$ cat config.mk
export PLATFORM = sky130hd
export DESIGN_NAME = alarm_controller
export DESIGN_NICKNAME = d
export VERILOG_FILES = /design/src/rtl/alarm_controller.sv
export SDC_FILE = /design/constraint.sdc
export NUM_CORES = 1
export LEC_CHECK = 0
export ABC_AREA = 0
export CORE_ASPECT_RATIO = 0.7
export CORE_MARGIN = 3
export CORE_UTILIZATION = 50
export DETAILED_ROUTE_END_ITERATION = 10
export PLACE_DENSITY = 0.9
export SETUP_SLACK_MARGIN = 0.5
export SKIP_LAST_GASP = 1
export SLEW_MARGIN = 10
export SYNTH_ARGS = -nofsm -noshare
export SYNTH_HDL_FRONTEND = slang
export SYNTH_SLANG_ARGS = --single-unit
export TNS_END_PERCENT = 5
$ cat constraint.sdc
create_clock -name clk -period 4.54 [get_ports clk]
set_input_delay 0.454 -clock clk [delete_from_list [all_inputs] [get_ports clk]]
set_output_delay 0.454 -clock clk [all_outputs]
set_load 0.05 [all_outputs]
$ cat src/rtl/alarm_controller.sv
// Alarm controller: watches the running HH:MM:SS time, rings at the programmed
// alarm time and handles snooze, stop, disarm and unanswered-alarm timeout.
module alarm_controller #(
  parameter int unsigned SNOOZE_MIN   = 5,
  parameter int unsigned RING_MAX_MIN = 10
) (
  input  logic       clk,
  input  logic       reset,
  input  logic [5:0] seconds,
  input  logic [5:0] minutes,
  input  logic [4:0] hours,
  input  logic       set_en,
  input  logic [4:0] set_hours,
  input  logic [5:0] set_minutes,
  input  logic       arm,
  input  logic       disarm,
  input  logic       snooze,
  input  logic       stop,
  output logic       alarm_out,
  output logic       armed,
  output logic       snoozing,
  output logic       missed,
  output logic       set_err,
  output logic [4:0] alarm_hours,
  output logic [5:0] alarm_minutes
);

  localparam int unsigned RW = (RING_MAX_MIN < 1) ? 1 : $clog2(RING_MAX_MIN + 1);
  localparam int unsigned SW = (SNOOZE_MIN < 1) ? 1 : $clog2(SNOOZE_MIN + 1);
  localparam logic [RW-1:0] RING_LIMIT = RW'(RING_MAX_MIN);
  localparam logic [SW-1:0] SNZ_LIMIT  = SW'(SNOOZE_MIN);

  typedef enum logic [1:0] {
    DISARMED = 2'd0,
    ARMED    = 2'd1,
    RINGING  = 2'd2,
    SNOOZE   = 2'd3
  } state_t;

  state_t        state, state_n;
  logic [RW-1:0] ring_cnt, ring_cnt_n, ring_inc;
  logic [SW-1:0] snz_cnt, snz_cnt_n, snz_inc;
  logic          missed_n;
  logic          set_err_n;
  logic          load;
  logic [5:0]    minutes_d;
  logic          match_d;
  logic          minute_tick;
  logic          match;
  logic          match_edge;
  logic          set_valid;

  assign minute_tick = (minutes != minutes_d);
  assign match       = (hours == alarm_hours) && (minutes == alarm_minutes) &&
                       (seconds == 6'd0);
  assign match_edge  = match & ~match_d;
  assign set_valid   = (set_hours <= 5'd23) && (set_minutes <= 6'd59);

  // Saturating increments: counters never wrap past their limit.
  assign ring_inc = (ring_cnt >= RING_LIMIT) ? ring_cnt : ring_cnt + RW'(1);
  assign snz_inc  = (snz_cnt  >= SNZ_LIMIT)  ? snz_cnt  : snz_cnt  + SW'(1);

  always_ff @(posedge clk or negedge reset) begin
    if (!reset) begin
      state         <= DISARMED;
      ring_cnt      <= '0;
      snz_cnt       <= '0;
      missed        <= 1'b0;
      set_err       <= 1'b0;
      alarm_hours   <= '0;
      alarm_minutes <= '0;
      minutes_d     <= '0;
      match_d       <= 1'b0;
    end else begin
      state     <= state_n;
      ring_cnt  <= ring_cnt_n;
      snz_cnt   <= snz_cnt_n;
      missed    <= missed_n;
      set_err   <= set_err_n;
      minutes_d <= minutes;
      match_d   <= match;
      if (load) begin
        alarm_hours   <= set_hours;
        alarm_minutes <= set_minutes;
      end
    end
  end

  // Strobe priority: disarm > valid set > stop > snooze > arm/internal events.
  always_comb begin
    state_n    = state;
    ring_cnt_n = ring_cnt;
    snz_cnt_n  = snz_cnt;
    missed_n   = missed;
    load       = 1'b0;
    set_err_n  = set_en & ~set_valid;
    if (disarm) begin
      state_n  = DISARMED;
      missed_n = 1'b0;
    end else if (set_en && set_valid) begin
      load     = 1'b1;
      missed_n = 1'b0;
      if (state == RINGING || state == SNOOZE) state_n = ARMED;
    end else if (stop) begin
      missed_n = 1'b0;
      if (state == RINGING || state == SNOOZE) state_n = ARMED;
    end else if (snooze && state == RINGING) begin
      state_n   = SNOOZE;
      snz_cnt_n = '0;
    end else begin
      if (arm) missed_n = 1'b0;
      case (state)
        DISARMED: begin
          if (arm) state_n = ARMED;
        end
        ARMED: begin
          if (match_edge) begin
            state_n    = RINGING;
            ring_cnt_n = '0;
          end
        end
        RINGING: begin
          if (minute_tick) begin
            ring_cnt_n = ring_inc;
            if (ring_inc == RING_LIMIT) begin
              state_n  = ARMED;
              missed_n = 1'b1;
            end
          end
        end
        SNOOZE: begin
          if (minute_tick) begin
            snz_cnt_n = snz_inc;
            if (snz_inc == SNZ_LIMIT) begin
              state_n    = RINGING;
              ring_cnt_n = '0;
            end
          end
        end
        default: state_n = DISARMED;
      endcase
    end
  end

  always_comb begin
    alarm_out = (state == RINGING);
    armed     = (state != DISARMED);
    snoozing  = (state == SNOOZE);
  end

endmodule

# Word level (Yosys, flattened, before mapping)
# Cells that the tools add are included.
# totals
in_bits	35
word_cells	89
ff_bits	29
out_inout_bits	16
# classes
magnitude_cmp	4
bitwise_logic	8
n_reduce_logical	15
addsub	2
n_mux	32
eq_ne	19
# ops
operator	count
6-bit by 3-bit inequality test with 1-bit output (second input constant)	4
2-bit two-way mux	11
4-bit two-way mux	5
3-bit two-way mux	4
6-bit inequality test (second input constant)	2
4-bit case mux with 3 select lines	1
1-bit two-way mux	10
9-bit AND reduction	1
2-bit case mux with 4 select lines	1
6-bit equality test	1
6-bit <= comparator (second input constant)	1
6-bit zero test	1
2-bit by 1-bit inequality test with 1-bit output (second input constant)	3
6-bit inequality test	1
1-bit inverter	6
6-bit AND reduction	1
2-bit nonzero test	3
5-bit equality test	1
5-bit <= comparator (second input constant)	1
1-bit logical AND	5
5-bit AND reduction	1
4-bit by 1-bit adder with 4-bit output (second input constant)	1
2-bit equality test (second input constant)	2
4-bit equality test (second input constant)	1
11 further kinds	12

# Depth between registers and ports, before layout
# depth
word_depth	10
depth_mapped	9
mapped_depth_nobuf	8

# Least setup slack after synthesis
# No wires, ideal clock.
# synth_path
path_kind	register -> register
startpoint	reg alarm_minutes[0]
endpoint	reg ring_cnt[2]
path_buffers	0
slack_ns	2.136
period_less_slack_ns	2.404
required_time_ns	4.464
arrival_ns	2.327
setup_time_ns	0.076
path_stages_with_launch	7
cell_sequence	dfrtp_1 > xnor2_1 > nand4_1 > or4_4 > o32a_4 > or3_4 > o21ai_1
# synth_via
elab_chain_len	6
# synth_rtl
element	line_no	rtl
start: declaration	25	output logic [5:0] alarm_minutes
start signal: assignment	84	alarm_minutes <= set_minutes;
6-bit equality test	54	assign match = (hours == alarm_hours) && (minutes == alarm_minutes) &&
1-bit logical AND (2 in series)	54	
1-bit bitwise AND	56	assign match_edge = match & ~match_d;
2-bit inequality test (no source line)	--	
9-bit AND reduction (no source line)	--	
end signal: assignment	76	ring_cnt <= ring_cnt_n;
end: declaration	41	logic [RW-1:0] ring_cnt, ring_cnt_n, ring_inc;
# Every way passes these cells.
# A chain may end at the register's enable or synchronous reset.

# Final worst setup path
# layout_path
startpoint	in minutes[5]
endpoint	reg ring_cnt[2]
# layout_via
elab_chain_len	6
elab_cells_between_ends	9
cone_classes	eq/ne (5); bitwise (1); reduce/logical (3)
# layout_rtl
element	line_no	rtl
start: declaration	10	input logic [5:0] minutes,
6-bit equality test	54	
1-bit logical AND (2 in series)	54	
1-bit bitwise AND	56	
2-bit inequality test (no source line)	--	
9-bit AND reduction (no source line) *	--	
# Every way passes the cells marked *; elsewhere a longest branch is shown, timed or not.

==> summary.txt <==
Status
  – Status: completed

Die
  – Die area: 3970 µm²
  – Die H: 53.6 µm
  – Core Rows: 16
  – Ports: 51
  – Chip width: 74.1 µm
  – Core area: 2940 µm²
  – Initial Utilization: 55.1%

Finish
  – Layout cells sized above 1: 10.2%
  – Finished Layout Cells: 251
  – Ant diodes: 0
  – Total Nets Final: 254
  – Area Overhead vs Synth: 38.3%
  – Fin area: 2240 µm²
  – Final core occ: 76.2%

Synthesis
  – Synth Flop Type: dfrtp_1
  – EDFF count, synth: 0
  – Top cells by area, synth: dfrtp_1 (45%), mux2_2 (7.6%), xnor2_1 (5.9%), xor2_1 (3.2%), ha_1 (3.1%)
  – Yosys reg bits: 29
  – Post-Synthesis Cells: 159
  – Synth Net Count: 198
  – Share of the synthesized area in the top cell type: 44.8%
  – Post-synth ARST share: 100%
  – Register area share after synthesis: 44.8%
  – Post-synth cell types: 40
  – Syn Area/Cell: 10.2 µm²
  – Area of the mapped netlist: 1620 µm²
  – Synth Warn #: 0
  – Largest area contributor in the netlist: dfrtp_1

CTS
  – CTS tree: yes
  – Clock root buffer: clkbuf_8
  – Setup bufs post-CTS: 0
  – Clock transition at path regs: 0.07 ns
  – CTS sink cnt: 29
  – Hold_buf cts: 0
  – CTS buffer count: 5
  – CTS Buffer Depth: 2
  – H-tree depth: 2
  – Latest clock arrival within the worst-skew pair: 0.28 ns
  – Resize count post-CTS: 0

Setup path
  – Cell count of the worst reg-to-reg path: 8
  – Crit-path max FO: 6
  – Kind of cell adding the most delay to the critical path: simple AND/OR/NAND/NOR gates
  – Flop-to-flop setup slack: 2.16 ns
  – Crit path depth: 7
  – Crit Reg-Reg Endpoint: state[0]
  – Crit-path cells: clkdlybuf4s50_1 > xnor2_1 > nand4_1 > or4_4 > o32a_4 > or3_4 > o21ai_1
  – CP Data Arrival Time: 2.79 ns
  – CP max stage cell: or4_4
  – Setup crit end: ring_cnt[2]
  – Crit path launch: minutes[5]
  – R2R Path Start: ring_cnt[0]
  – Required time of the critical path: 4.76 ns
  – CP bufs+invs: 1
  – Critical path class: in -> reg
  – Setup crit end kind: flip-flop
  – CP peak stage delay: 0.58 ns
  – Element type at the critical path start: primary input

Timing
  – Final setup viols: 0
  – Final hold viol count: 0
  – Post-Route Setup TNS: 0 ns
  – Worst clock skew: 0.0104 ns
  – Fmax: 388 MHz
  – RSZ-0062 raised after global routing: false
  – Worst-margin pin slew: 0.657 ns
  – Final WS setup: 1.97 ns
  – Fin crit share: 56.7%
  – Max_slew headroom: 56.0%
  – Hold slack: 0.502 ns
  – Post-route minimum period: 2.57 ns
  – Pins Over Slew Limit: 0

Global route
  – GR Util All Layers: 24.8%
  – Vias in the first global route: 1,449
  – Gr ovfl total: 0
  – Met2 Use GR: 43.4%
  – M1 GR Usage: 29.2%
  – Largest net degree at the start of global routing: 30
  – First-pass GRT wire length: 7130 µm
  – Initial antenna violation count: 0
  – GRT busiest layer: met2
  – Met3 usage: 6.53%

Worst hold path
  – HP Start: missed
  – Hold Crit Class: reg -> reg

Place
  – Number of port buffers: 50
  – Area after DPL: 2160 µm²
  – DP Cell Count: 244
  – Pre-CTS setup slack: 1.68 ns
  – RePlAce Congestion: 0.870
  – Post-DP HPWL: 3580 µm

Detailed routing
  – WL final: 4550 µm
  – Drt via density: 5.89
  – TritonRoute pass-1 iters: 5
  – DRT antenna net count: 0
  – Drt wl/cell: 18.1 µm
  – DR vias: 1,479
  – Iteration-0 DRC Markers: 170
  – DRC Markers: 0

Power and ir drop
  – Pleak: 0.913 nW
  – Power Total: 807 µW
  – Max rail drop VDD: 0.329 mV
  – Pwr Density: 360 nW/µm²

Run
  – Max cap viols: 0
==> cell type report <==
cell class / instances / area, µm²
inverter: 9 / 33.8
multi-input combinational: 119 / 845
fill: 200 / 699
sequential: 29 / 726
tap: 36 / 45.0
timing repair buffer: 51 / 508
clock buffer: 7 / 86.3
==> state kept, by name, indices dropped and copies added, names as in the netlist <==
signal / count
state: 2
set_err: 1
missed: 1
minutes_d: 6
snz_cnt: 3
alarm_minutes: 6
alarm_hours: 5
ring_cnt: 4
match_d: 1
==> where the power goes <==
part           switching (mW)  internal [mW]
combinational           0.149          0.115
sequential             0.0369          0.290
clock                  0.0955          0.120
==> cells by family (layout without fill, tap and decap cells) <==
kind of cell / after synthesis / after routing / synth area share, %
AO/OA/AOI/OAI: 38 / 38 / 16.5
XOR/XNOR: 17 / 17 / 9.18
adder cells (fa/ha/maj): 4 / 4 / 3.09
buffers and inverters: 11 / 67 / 3.16
flip-flops: 29 / 29 / 44.8
multiplexers: 11 / 11 / 7.64
AND/OR/NAND/NOR: 49 / 49 / 15.7
==> cells in the mapped netlist (2+ instances only) <==
master and count:
dfrtp_1 29, nand2_1 13, nor2_1 12, mux2_2 11, xnor2_1 11, inv_1 9, o21ai_0 8, a21oi_1 6
xor2_1 6, nor3_1 5, ha_1 4, o31ai_1 4, a31oi_1 3, nand3_1 3, nand4_1 3, o21ai_1 3
and2_1 2, nand2b_1 2, nor4_1 2, o21a_1 2, o32ai_1 2
==> placed cells by master (no fill, tap or decap), drive strengths merged, types with 2 or more instances in the layout <==
cell	synthesis	layout
o32a	2	2
o32ai	2	2
nand3	3	3
nand2b	2	2
nor4	2	2
nor2	12	12
nor3	5	5
xor2	6	6
clkbuf	2	7
mux2	11	11
nand2	13	13
o21a	2	2
inv	9	9
nand4	3	3
xnor2	11	11
a31oi	3	3
dfrtp	29	29
o31ai	4	4
clkdlybuf4s50	0	50
ha	4	4
and2	2	2
o21ai	11	11
a21oi	6	6
or3	2	2
==> layer usage <==
| metal | part of all wire, % | wire [µm] |
|---|---|---|
| met5 | 0 | 0 |
| met4 | 2.0 | 92 |
| met3 | 6.1 | 276 |
| met2 | 52 | 2350 |
| met1 | 40 | 1840 |
==> worst reg2reg max path: stages (launching register included) <==
cell	delay (ns)
dfrtp_1	0.47
inv_1	0.11
ha_1	0.24
o21ai_0	0.24
nor4b_1	0.29
o32ai_1	0.18
or3_1	0.34
a211oi_1	0.27
o22a_1	0.18
==> worst min path at each step <==
stage                           endpoint  slack [ns]  cells past startpoint
after floorplan           alarm_hours[0]        0.16                      0
after CTS                         missed        0.51                      2
after detailed placement          missed        0.50                      2
final                             missed        0.50                      2
after global placement            missed        0.49                      2
after global routing              missed        0.54                      2
Power figures use the tool's default switching activity.
